### config.mk
export PLATFORM = sky130hd
export DESIGN_NAME = instr_fetch_issue
export DESIGN_NICKNAME = d
export VERILOG_FILES = /design/src/rtl/instr_fetch_issue.sv
export SDC_FILE = /design/constraint.sdc
export NUM_CORES = 1
export LEC_CHECK = 0
export CAP_MARGIN = 25
export CORE_MARGIN = 2
export CORE_UTILIZATION = 48
export DETAILED_ROUTE_END_ITERATION = 8
export PLACE_DENSITY = 0.85
export RECOVER_POWER = 50
export SLEW_MARGIN = 30
export SYNTH_ARGS = -nofsm -noshare
export SYNTH_HDL_FRONTEND = slang
export SYNTH_SLANG_ARGS = --single-unit
### constraint.sdc
create_clock -name clk -period 3.5 [get_ports clk]
set_input_delay 0.7 -clock clk [delete_from_list [all_inputs] [get_ports clk]]
set_output_delay 0.7 -clock clk [all_outputs]
set_load 0.01 [all_outputs]
### src/rtl/instr_fetch_issue.sv
// ---------------------------------------------------------------------------
// instr_fetch_issue
//
// Front-end sequencer. It fetches 32-bit words from instruction memory, holds
// each word in the instruction register (IR) and offers the decode fields
// downstream under a valid/ready handshake. Control-type instructions
// (type 00) park the sequencer until the control unit returns the jump
// outcome. A type-11 word halts the sequencer; only rst leaves HALT.
//
// Ports
//   clk, rst            clock (rising edge), synchronous active-high reset
//   start               begin fetching from RESET_PC (IDLE only)
//   imem_req/addr       one-cycle fetch request and its word address
//   imem_valid/rdata    returned instruction word
//   issue_valid/ready   issue handshake for the current IR
//   instr_word          IR; instruction_type/func/imm/vector decode from it
//   resolve_valid       jump controls valid (looked at only in WAIT_BR)
//   JumpI/JumpCI/JumpCD jump controls; cond_flag is the datapath equality flag
//   br_target           jump target address
//   pc                  address of the current instruction
//   halted              halt reached
//   instr_count         number of accepted issues (wraps)
//
// State table
//   state    | meaning
//   ---------+------------------------------------------------------------
//   IDLE     | waiting for start
//   REQ      | imem_req high for this single cycle, imem_addr = pc
//   WAIT_MEM | waiting for imem_valid; the word is captured into IR
//   ISSUE    | issue_valid high, IR held until issue_ready
//   WAIT_BR  | control instruction accepted, waiting for resolve_valid
//   HALT     | halt word fetched; everything idle until rst
// ---------------------------------------------------------------------------
module instr_fetch_issue #(
    parameter int unsigned ADDR_W   = 10,
    parameter int unsigned RESET_PC = 0,
    parameter int unsigned PC_STEP  = 1
) (
    input  logic              clk,
    input  logic              rst,
    input  logic              start,

    output logic              imem_req,
    output logic [ADDR_W-1:0] imem_addr,
    input  logic              imem_valid,
    input  logic [31:0]       imem_rdata,

    output logic              issue_valid,
    input  logic              issue_ready,
    output logic [31:0]       instr_word,
    output logic [1:0]        instruction_type,
    output logic [1:0]        func,
    output logic              imm,
    output logic              vector,

    input  logic              resolve_valid,
    input  logic              JumpI,
    input  logic              JumpCI,
    input  logic              JumpCD,
    input  logic              cond_flag,
    input  logic [ADDR_W-1:0] br_target,

    output logic [ADDR_W-1:0] pc,
    output logic              halted,
    output logic [31:0]       instr_count
);

    typedef enum logic [2:0] {
        S_IDLE     = 3'd0,
        S_REQ      = 3'd1,
        S_WAIT_MEM = 3'd2,
        S_ISSUE    = 3'd3,
        S_WAIT_BR  = 3'd4,
        S_HALT     = 3'd5
    } state_t;

    localparam logic [ADDR_W-1:0] START_PC = ADDR_W'(RESET_PC);
    localparam logic [ADDR_W-1:0] STEP     = ADDR_W'(PC_STEP);
    localparam logic [1:0]        TYPE_CTRL = 2'b00;
    localparam logic [1:0]        TYPE_HALT = 2'b11;

    state_t              state_q, state_d;
    logic [ADDR_W-1:0]   pc_q, pc_d;
    logic [31:0]         ir_q, ir_d;
    logic [31:0]         count_q, count_d;
    logic                req_q, req_d;
    logic [ADDR_W-1:0]   addr_q, addr_d;
    logic                issue_valid_q, issue_valid_d;
    logic                halted_q, halted_d;

    logic [ADDR_W-1:0]   pc_seq;
    logic [ADDR_W-1:0]   pc_jump;
    logic                taken;
    logic                handshake;

    // Sequential successor wraps naturally at 2^ADDR_W.
    assign pc_seq    = pc_q + STEP;
    // Several asserted controls simply OR together.
    assign taken     = JumpI | (JumpCI & cond_flag) | (JumpCD & ~cond_flag);
    assign pc_jump   = taken ? br_target : pc_seq;
    assign handshake = issue_valid_q & issue_ready;

    always_comb begin
        state_d       = state_q;
        pc_d          = pc_q;
        ir_d          = ir_q;
        count_d       = count_q;
        // The request strobe and its address are only ever set on the
        // transition into REQ, so they last exactly one cycle.
        req_d         = 1'b0;
        addr_d        = '0;
        issue_valid_d = issue_valid_q;
        halted_d      = halted_q;

        case (state_q)
            S_IDLE: begin
                if (start) begin
                    pc_d    = START_PC;
                    req_d   = 1'b1;
                    addr_d  = START_PC;
                    state_d = S_REQ;
                end
            end

            S_REQ: begin
                // Any imem_valid here is too early to belong to this request.
                state_d = S_WAIT_MEM;
            end

            S_WAIT_MEM: begin
                if (imem_valid) begin
                    ir_d = imem_rdata;
                    if (imem_rdata[31:30] == TYPE_HALT) begin
                        halted_d = 1'b1;
                        state_d  = S_HALT;
                    end else begin
                        issue_valid_d = 1'b1;
                        state_d       = S_ISSUE;
                    end
                end
            end

            S_ISSUE: begin
                if (handshake) begin
                    count_d       = count_q + 32'd1;
                    issue_valid_d = 1'b0;
                    if (ir_q[31:30] == TYPE_CTRL) begin
                        state_d = S_WAIT_BR;
                    end else begin
                        pc_d    = pc_seq;
                        req_d   = 1'b1;
                        addr_d  = pc_seq;
                        state_d = S_REQ;
                    end
                end
            end

            S_WAIT_BR: begin
                if (resolve_valid) begin
                    pc_d    = pc_jump;
                    req_d   = 1'b1;
                    addr_d  = pc_jump;
                    state_d = S_REQ;
                end
            end

            S_HALT: begin
                state_d = S_HALT;
            end

            default: begin
                state_d = S_IDLE;
            end
        endcase
    end

    always_ff @(posedge clk) begin
        if (rst) begin
            state_q       <= S_IDLE;
            pc_q          <= START_PC;
            ir_q          <= '0;
            count_q       <= '0;
            req_q         <= 1'b0;
            addr_q        <= '0;
            issue_valid_q <= 1'b0;
            halted_q      <= 1'b0;
        end else begin
            state_q       <= state_d;
            pc_q          <= pc_d;
            ir_q          <= ir_d;
            count_q       <= count_d;
            req_q         <= req_d;
            addr_q        <= addr_d;
            issue_valid_q <= issue_valid_d;
            halted_q      <= halted_d;
        end
    end

    assign imem_req         = req_q;
    assign imem_addr        = addr_q;
    assign issue_valid      = issue_valid_q;
    assign instr_word       = ir_q;
    assign instruction_type = ir_q[31:30];
    assign func             = ir_q[29:28];
    assign imm              = ir_q[27];
    assign vector           = ir_q[26];
    assign pc               = pc_q;
    assign halted           = halted_q;
    assign instr_count      = count_q;

endmodule
* Yosys cells after proc, flatten, opt, wreduce, memory -nomap -nowiden
Cells that the tools add are included.
W data, S select, Z words.
** Storage, ports and cells
- Register bits after elaboration :: 90
- Input bits :: 52
- Output and inout port bits :: 93
** Operators by class
- Add/subtract/negate cells :: 2
- Equal/unequal tests :: 12
- Muxes and demuxes :: 26
- Bitwise gates (word level) :: 6
- Reductions and logical operators :: 10
** Operator list (number)
- $mux W10 :: 8
- $add A32 B1 Y32 const B :: 1
- $pmux W10 S3 :: 1
- $pmux W10 S2 :: 1
- $mux W3 :: 6
- $pmux W3 S6 :: 1
- $ne A2 B2 Y1 const B :: 6
- $add A10 B1 Y10 const B :: 1
- $reduce_and A4 Y1 :: 2
- $mux W1 :: 7
- $eq A3 B2 Y1 const B :: 2
- $eq A3 B3 Y1 const B :: 2
- $reduce_and A5 Y1 :: 1
- $reduce_and A2 Y1 :: 2
- $and A1 B1 Y1 :: 3
- $eq A3 B1 Y1 const B :: 1
- $logic_not A3 Y1 :: 1
- $pmux W1 S3 :: 1
- $reduce_and A3 Y1 :: 1
- $reduce_bool A3 Y1 :: 1
- $eq A2 B2 Y1 const B :: 1
- $logic_not A2 Y1 :: 1
- $or A1 B1 Y1 :: 2
- $pmux W1 S2 :: 1
- other kinds (2) :: 2

* Logic depth before layout (Yosys ltp)
Gate-level depths: netlist of the first run.
- Depth in word-level cells :: 6
- Mapped depth :: 7
- Mapped depth without buffers :: 6

* Worst setup path before layout of the first run
Ideal clock, no wire load.
- Kind :: in2reg
- Start point :: input port issue_ready
- End point :: register count_q[25] (netlist: instr_count[25])
- Setup time :: 0.121 ns
- Arrival time :: 2.200 ns
- Path slack :: 1.179 ns
- Stages on the path :: 7
- Cell sequence :: and3_1 > buf_2 > nand3_1 > or4_1 > buf_2 > and2b_1 > mux2_2
** On the way
- Longest elaborated chain between the ends :: 2
** RTL lines
- from (decl) :: RTL line 49 : input logic issue_ready,
- $and A1 B1 Y1 :: RTL line 101 : assign handshake = issue_valid_q & issue_ready;
- $reduce_and A2 Y1 (no source line)
- to (signal assigned) :: RTL line 191 : count_q <= count_d;
- to (decl) :: RTL line 85 : logic [31:0] count_q, count_d;
No other way between the ends.
A chain may end at the register's enable or synchronous reset.

* Worst setup path in the final report of the first run
- Start point :: register state_q[1]
- End point :: register ir_q[26] (netlist: instr_word[26])
** On the way
- Longest elaborated chain between the ends :: 2
** RTL lines
- from (decl) :: RTL line 82 : state_t state_q, state_d;
- from (signal assigned) :: RTL line 188 : state_q <= state_d;
- $eq A3 B2 Y1 :: RTL line 115 : case (state_q)
- $reduce_and A2 Y1 (no source line)
- to (signal assigned) :: RTL line 190 : ir_q <= ir_d;
- to (decl) :: RTL line 84 : logic [31:0] ir_q, ir_d;
No other way between the ends.

==> impl_results.md, run 1 <==
* R2R Setup Slk at 0.77 ns
* H-Tree Depth at 3
* Post-Syn Area at 3950 um^2
* Final Worst Setup Slack at about 0.77 ns
* CORE AREA at between 8000 and 9000 um^2
* Startpoint types: flip-flop
* Largest cells by area after synthesis: dfxtp_1 (46%), nand2_1 (8.8%), a21oi_1 (7.0%)
* Hold EP: instr_word[8]
* Final wirelength at between 10 and 15 mm
* LEAKAGE at between 0.002 and 0.0025 uW
* Area of the multi-input gates at 1970 um^2
* Initial antenna violation count at 0
* DRC at 0
* Wire per inst at approximately 15 um
* Avg Vias per Cell at approximately 5.5
* Synth cell types at 50
* Main synth FF type: dfxtp_1
* I/O Buffers at about 140
* Max VDD drop at between 200 and 300 uV
* Antenna diodes at 0
* Worst skew pair latency at about 0.36 ns
* Mapped Nets at 540
* Full die area at about 9000 um^2
* Number of CTS-inserted buffers at 9
* Area grow syn2layout at 41.5%
* Max-Cap Viols at 0
* Hold-fix buffers, CTS at 0
* Share of layout cells above drive strength 1 at between 4 and 5%
* Setup violators final at 0
* WP data required at roughly 3.8 ns
* Fmax at ~0.37 GHz
* RR Startpoint: state_q[1]
* Yosys top cell by area: dfxtp_1
* Clock root cell: clkbuf_8
* DRT iter0 DRCs at between 200 and 300
* Critical path class: reg -> reg
* Max Transition Viols Final at 0
* Seq cells post-synth at 90
* Mapped Cells at about 500
* First-pass DRT Iterations at 5
* CTS tree: built
* Power density cells at around 400 nW/um^2
* Worst Hold Launch: instr_word[8]
* Largest net degree at the start of global routing at 56
* Post-synth EDFFs at 0
* Post-route insts no fill at 724
* Arrival @ worst endpoint at between 3 and 4 ns
* Detail Placement HPWL at around 8 mm
* First-pass GRT wire length at between 15 and 20 mm
* CTS resizes at 0
* Post-synth top area share at a little under half
* RSZ-0062 raised after global routing: false
* Clock slew at reported path FFs at approximately 0.090 ns
* Nets at ~670
* Final Hold Viols at 0
* Filler Cells Inserted at slightly below 700
* Final core utilization at between 60% and 70%
* Async set-reset flop share out of synthesis at 0%
* Hold Crit Depth at 2
* Vias in the first global route at around 3,800
* Row cnt at 33
* Reg area at approximately 1800 um^2
* Placed Cells at about 710
* Starting Density at between 40% and 50%
* GRT Total Usage at about a quarter
* Avg Cell Area, Syn at ~8.1 um^2
* Routed Antenna Nets at 0
* Least-Margin Pin Slew at between 1 and 1.5 ns
* Die height at 94.7 um
* Final TNS setup at 0 ns
* Pwr Total at roughly 2200 uW
* Post-synthesis sequential area ratio at ~46%
* R2R Path End: instr_word[26]
* Run status: finished, final reports clean
* R2R depth at 5
* Final GP Congestion at 0.795
* Die width at 94.7 um
* Worst Hold Class: reg -> reg
* Top-Level Pins at 145
* Period utilization at 78.1%
* Bufs on Longest Clock Path at 2
* Syn. warnings at 0
* Setup Fix Bufs, Post-CTS at 0
* Vias at 3,973
* Crit end category: flip-flop
* Worst Path Max Fanout at 33
* CTS sink cnt at 90
* Minimum clock period at approximately 2.7 ns
* Setup WS pre-CTS at between 0.5 and 0.6 ns
* Clock skew at ~0.01 ns
* Slew HR at under 10%
* Total global routing overflow at 0
==> worst max-delay path by stage <==
stage | from | end | slack [ns] | cells after the start
6_report | state_q[1] | instr_word[26] | 0.77 | 5
5_1_grt | state_q[1] | instr_word[0] | 0.49 | 5
4_1_cts | issue_ready | instr_count[25] | 0.89 | 6
3_5_place_dp | issue_ready | instr_count[25] | 0.50 | 6
3_3_place_gp | issue_ready | instr_count[25] | 0.56 | 6
2_1_floorplan | issue_ready | instr_count[25] | 1.18 | 7
==> cells in the mapped netlist (all sizes together), types with 9 or more instances <==
cell type / count
buf: 9
nand3: 23
o21ai: 23
dfxtp: 90
nand2: 93
a21oi: 55
clkbuf: 22
inv: 10
or3: 9
xnor2: 14
nor2: 36
xor2: 12
nand4: 9
==> stage by stage <==
stage / hold slack [ns] / area [um^2]
CTS: 0.457 / 5600
global route: 0.475 / 5590
global placement: 0.441 / 5410
floorplan: 0.481 / 3950
finish: 0.453 / 5590
detailed placement: 0.446 / 5410
==> report_power, final <==
group	switching [uW]	internal [uW]	leakage [uW]
registers	50.8	1070	0.000727
clock network	369	335	0.0000901
logic	197	185	0.00125
total	617	1590	0.00207
==> layer usage <==
layer  up-vias  wire [um]  track usage (%)
met2       156       5250             41.5
met3        16       1010             7.90
met4         0        142             7.61
li1       1937          -                -
met1      1864       4310             28.2
met5         -          0                0
==> critical path, cell delays in order, from the launching register on <==
cell      delay, ns
dfxtp_1        0.58
nor3b_1        0.48
and2_0         0.19
clkbuf_1       1.04
nand2_1        0.16
a21oi_1        0.21
==> registers in the layout, indices dropped and copies added (netlist names) <==
name,count
imem_addr,10
issue_valid,1
state_q,3
halted,1
instr_count,32
instr_word,32
imem_req,1
pc,10
==> kinds of logic after synthesis <==
logic type      count (synthesis)  share of synthesized area, %
mux                             4                          1.08
buf+inv                        41                          4.56
xor+xnor                       26                          5.76
fa+ha+maj                       2                         0.633
flops                          90                          45.6
compound gates                102                          14.9
simple gates                  221                          27.5
==> area by class of cell <==
| type | count | share of cell area [%] |
|---|---|---|
| Clock buffer | 11 | 2.35 |
| Clock inverter | 5 | 1.12 |
| Inverter | 10 | 0.672 |
| Multi-Input combinational cell | 355 | 35.2 |
| Sequential cell | 90 | 32.2 |
| Tap cell | 105 | 2.35 |
| Timing Repair Buffer | 148 | 26.1 |
==> cells in the final DEF, fill, tap and decap left out, drive strengths merged, types with 4 or more instances in the layout <==
cell / Yosys / layout
a21oi: 55 / 55
a22oi: 5 / 5
and2: 5 / 5
and3: 6 / 6
and4: 6 / 6
clkbuf: 22 / 13
clkdlybuf4s50: 0 / 74
dfxtp: 90 / 90
dlygate4sd3: 0 / 69
inv: 10 / 11
nand2: 93 / 93
nand3: 23 / 23
nand4: 9 / 9
nor2: 36 / 36
nor2b: 7 / 7
nor3: 5 / 5
nor3b: 4 / 4
o21ai: 23 / 23
or3: 9 / 9
xnor2: 14 / 14
xor2: 12 / 12
Power figures use the tool's default switching activity.
==> inputs of run 2 (changes only) <==
CORE_UTILIZATION = 45   (was 48)
PLACE_DENSITY = 0.81   (was 0.85)
clock period = 2.7 ns   (was 3.5 ns; I/O delays follow)
==> run 2 against run 1 <==
Net effect:
- final cell count increased by 1.9%
- hold slack is essentially flat
- core utilization fell by 3.7 points
- first-iteration DRC count shrank 15%
- sequential cell count stayed put
- final area grew 1.0%
- clock power up 17%
- total power is 26% higher
- non-clock buffer count grew 12
- setup slack worse by 0.43 ns
- sequential share of layout area decreased by 0.32 points
==> impl_results.md, run 2 (synthesis results as in run 1) <==
* Fmax at 0.423 GHz
* Area of the multi-input gates at 1970 um^2 (+0.19%)
* Run status: finished, final reports clean
* CORE AREA at 8640 um^2 (+6.7%)
* Worst skew pair latency at 0.35 ns (about the same)
* Full die area at 9550 um^2 (+6.4%)
* H-Tree Depth at 3 (unchanged)
* Row cnt at 34 (+3.0%)
* Vias in the first global route at 3,867 (+1.7%)
* LEAKAGE at 0.00210 uW (+1.4%)
* Final GP Congestion at 0.827 (+4.1%)
* Detail Placement HPWL at 8.11 mm (+4.4%)
* Avg Vias per Cell at 5.34 (-2.6%)
* Wire per inst at 14.9 um (+0.82%)
* Critical path class: in -> reg
* Max-Cap Viols at 0 (unchanged)
* Antenna diodes at 0 (unchanged)
* Setup violators final at 0 (unchanged)
* Top-Level Pins at 145 (unchanged)
* Slew HR at 58.0% (+53 points)
* Worst Path Max Fanout at 7 (-79%)
* Final Worst Setup Slack at 0.338 ns (-0.428 ns)
* Crit end category: flip-flop
* Die width at 97.7 um (+3.1%)
* DRT iter0 DRCs at 216 (-15%)
* Largest net degree at the start of global routing at 54 (-3.6%)
* Power density cells at 493 nW/um^2 (+25%)
* Nets at 680 (+1.8%)
* Buf+Inv Stages, Crit Path at 2 (+1)
* Max stage delay on crit path at 0.63 ns (-0.41 ns)
* DRC at 0 (unchanged)
* Slowest CP cell: or4_1
* Clock skew at 0.00885 ns (-0.000993 ns)
* Least-Margin Pin Slew at 0.630 ns (-0.800 ns)
* Die height at 97.7 um (+3.1%)
* CTS tree: built
* Vias at 3,944 (-0.73%)
* Number of CTS-inserted buffers at 9 (unchanged)
* Worst Hold Class: reg -> reg
* Total global routing overflow at 0 (unchanged)
* RSZ-0062 raised after global routing: false
* First-pass DRT Iterations at 4 (-1)
* CTS resizes at 0 (unchanged)
* Area grow syn2layout at 42.9%
* Setup Fix Bufs, Post-CTS at 0 (unchanged)
* Share of layout cells above drive strength 1 at 5.71% (+1.5 points)
* Filler Cells Inserted at 748 (+11%)
* Hold slack at 0.453 ns (+0.000269 ns)
* Routed Antenna Nets at 0 (unchanged)
* Bufs on Longest Clock Path at 2 (unchanged)
* Most frequent cells in the layout: nand2_1 (93), dfxtp_1 (90), clkdlybuf4s50_1 (80)
* Clock slew at reported path FFs at 0.09 ns (about the same)
* Hold-fix buffers, CTS at 0 (unchanged)
* Startpoint types: input pin
* First-pass GRT wire length at 18.0 mm (+4.7%)
* Period utilization at around 90%
* Worst path cell trace: dlygate4sd3_1 -> and3_1 -> buf_4 -> nand4_1 -> or4_1 -> or3_1 -> a21oi_1
* CTS sink cnt at 90 (unchanged)
* Max Transition Viols Final at 0 (unchanged)
* Most common cell after layout, fill and taps aside: nand2_1
* WP data required at 2.99 ns (-0.79 ns)
* Arrival @ worst endpoint at 2.65 ns (-0.37 ns)
* Starting Density at 45.8% (-3.1 points)
* Setup WS pre-CTS at 0.0526 ns (-0.450 ns)
* Clock root cell: clkbuf_8
* Reg area at 1800 um^2 (unchanged)
* Final TNS setup at 0 ns (unchanged)
* Final core utilization at 65.4% (-3.7 points)
* Final wirelength at 11.0 mm (+2.8%)
* Minimum clock period at approximately 2.4 ns
* I/O Buffers at 144 (unchanged)
* GRT Total Usage at 22.5% (-1.6 points)
* Final Hold Viols at 0 (unchanged)
* Crit path max-delay family: simple AND/OR/NAND/NOR gates
* Max VDD drop at 367 uV (+37%)
* Initial antenna violation count at 0 (unchanged)
[run 2: metrics by stage]
step | std cells | total power [uW] | instance area [um^2]
floorplan | 486 | 1750 | 3950
global route | 738 | 2910 | 5650
finish | 738 | 2780 | 5650
detailed placement | 723 | 2020 | 5500
CTS | 738 | 2830 | 5670
global placement | 723 | 2000 | 5500
[run 2: layout make-up]
| class | count | area share, % |
|---|---|---|
| repair buffers | 160 | 27.2 |
| inverters | 10 | 0.665 |
| clock buffers | 9 | 2.19 |
| clock inverters | 6 | 0.754 |
| multi-input cells | 355 | 34.9 |
| flip-flops and latches | 90 | 31.9 |
| well taps | 108 | 2.39 |
[run 2: worst register-to-register path, stage by stage (launching register included)]
cell and delay, ns:
dfxtp_1 0.57, and3_1 0.25, buf_4 0.15, nand4_1 0.10
or4_1 0.63, or3_1 0.35, a21oi_1 0.14
[run 2: worst paths after layout]
path	endpoint	slack (ns)	depth (start not counted)	start
min	instr_word[17]	0.45	2	instr_word[17]
max reg2reg	instr_count[24]	0.45	6	state_q[1]
max	instr_count[24]	0.34	7	issue_ready
min reg2reg	instr_word[17]	0.45	2	instr_word[17]
[run 2: routing by layer]
| layer | GRT usage, % | up-vias | share of wire (%) |
|---|---|---|---|
| met4 | 5.98 | 0 | 0.99 |
| met5 | 0 | - | 0 |
| met2 | 37.9 | 135 | 47 |
| met3 | 7.63 | 12 | 8.4 |
| met1 | 27.7 | 1838 | 43 |
| li1 | - | 1959 | - |
[run 2: where the power goes]
group / internal, uW / total [uW] / switching (uW)
Sequential: 1390 / 1430 / 47.1
Clock: 331 / 822 / 490
Combinational: 253 / 529 / 276
Total: 1970 / 2780 / 813
==> inputs of run 3 (changes only) <==
GPL_ROUTABILITY_DRIVEN = 0   (was default)
==> results of run 3 <==
Final layout, timing and power as in run 2 (identical DEF).
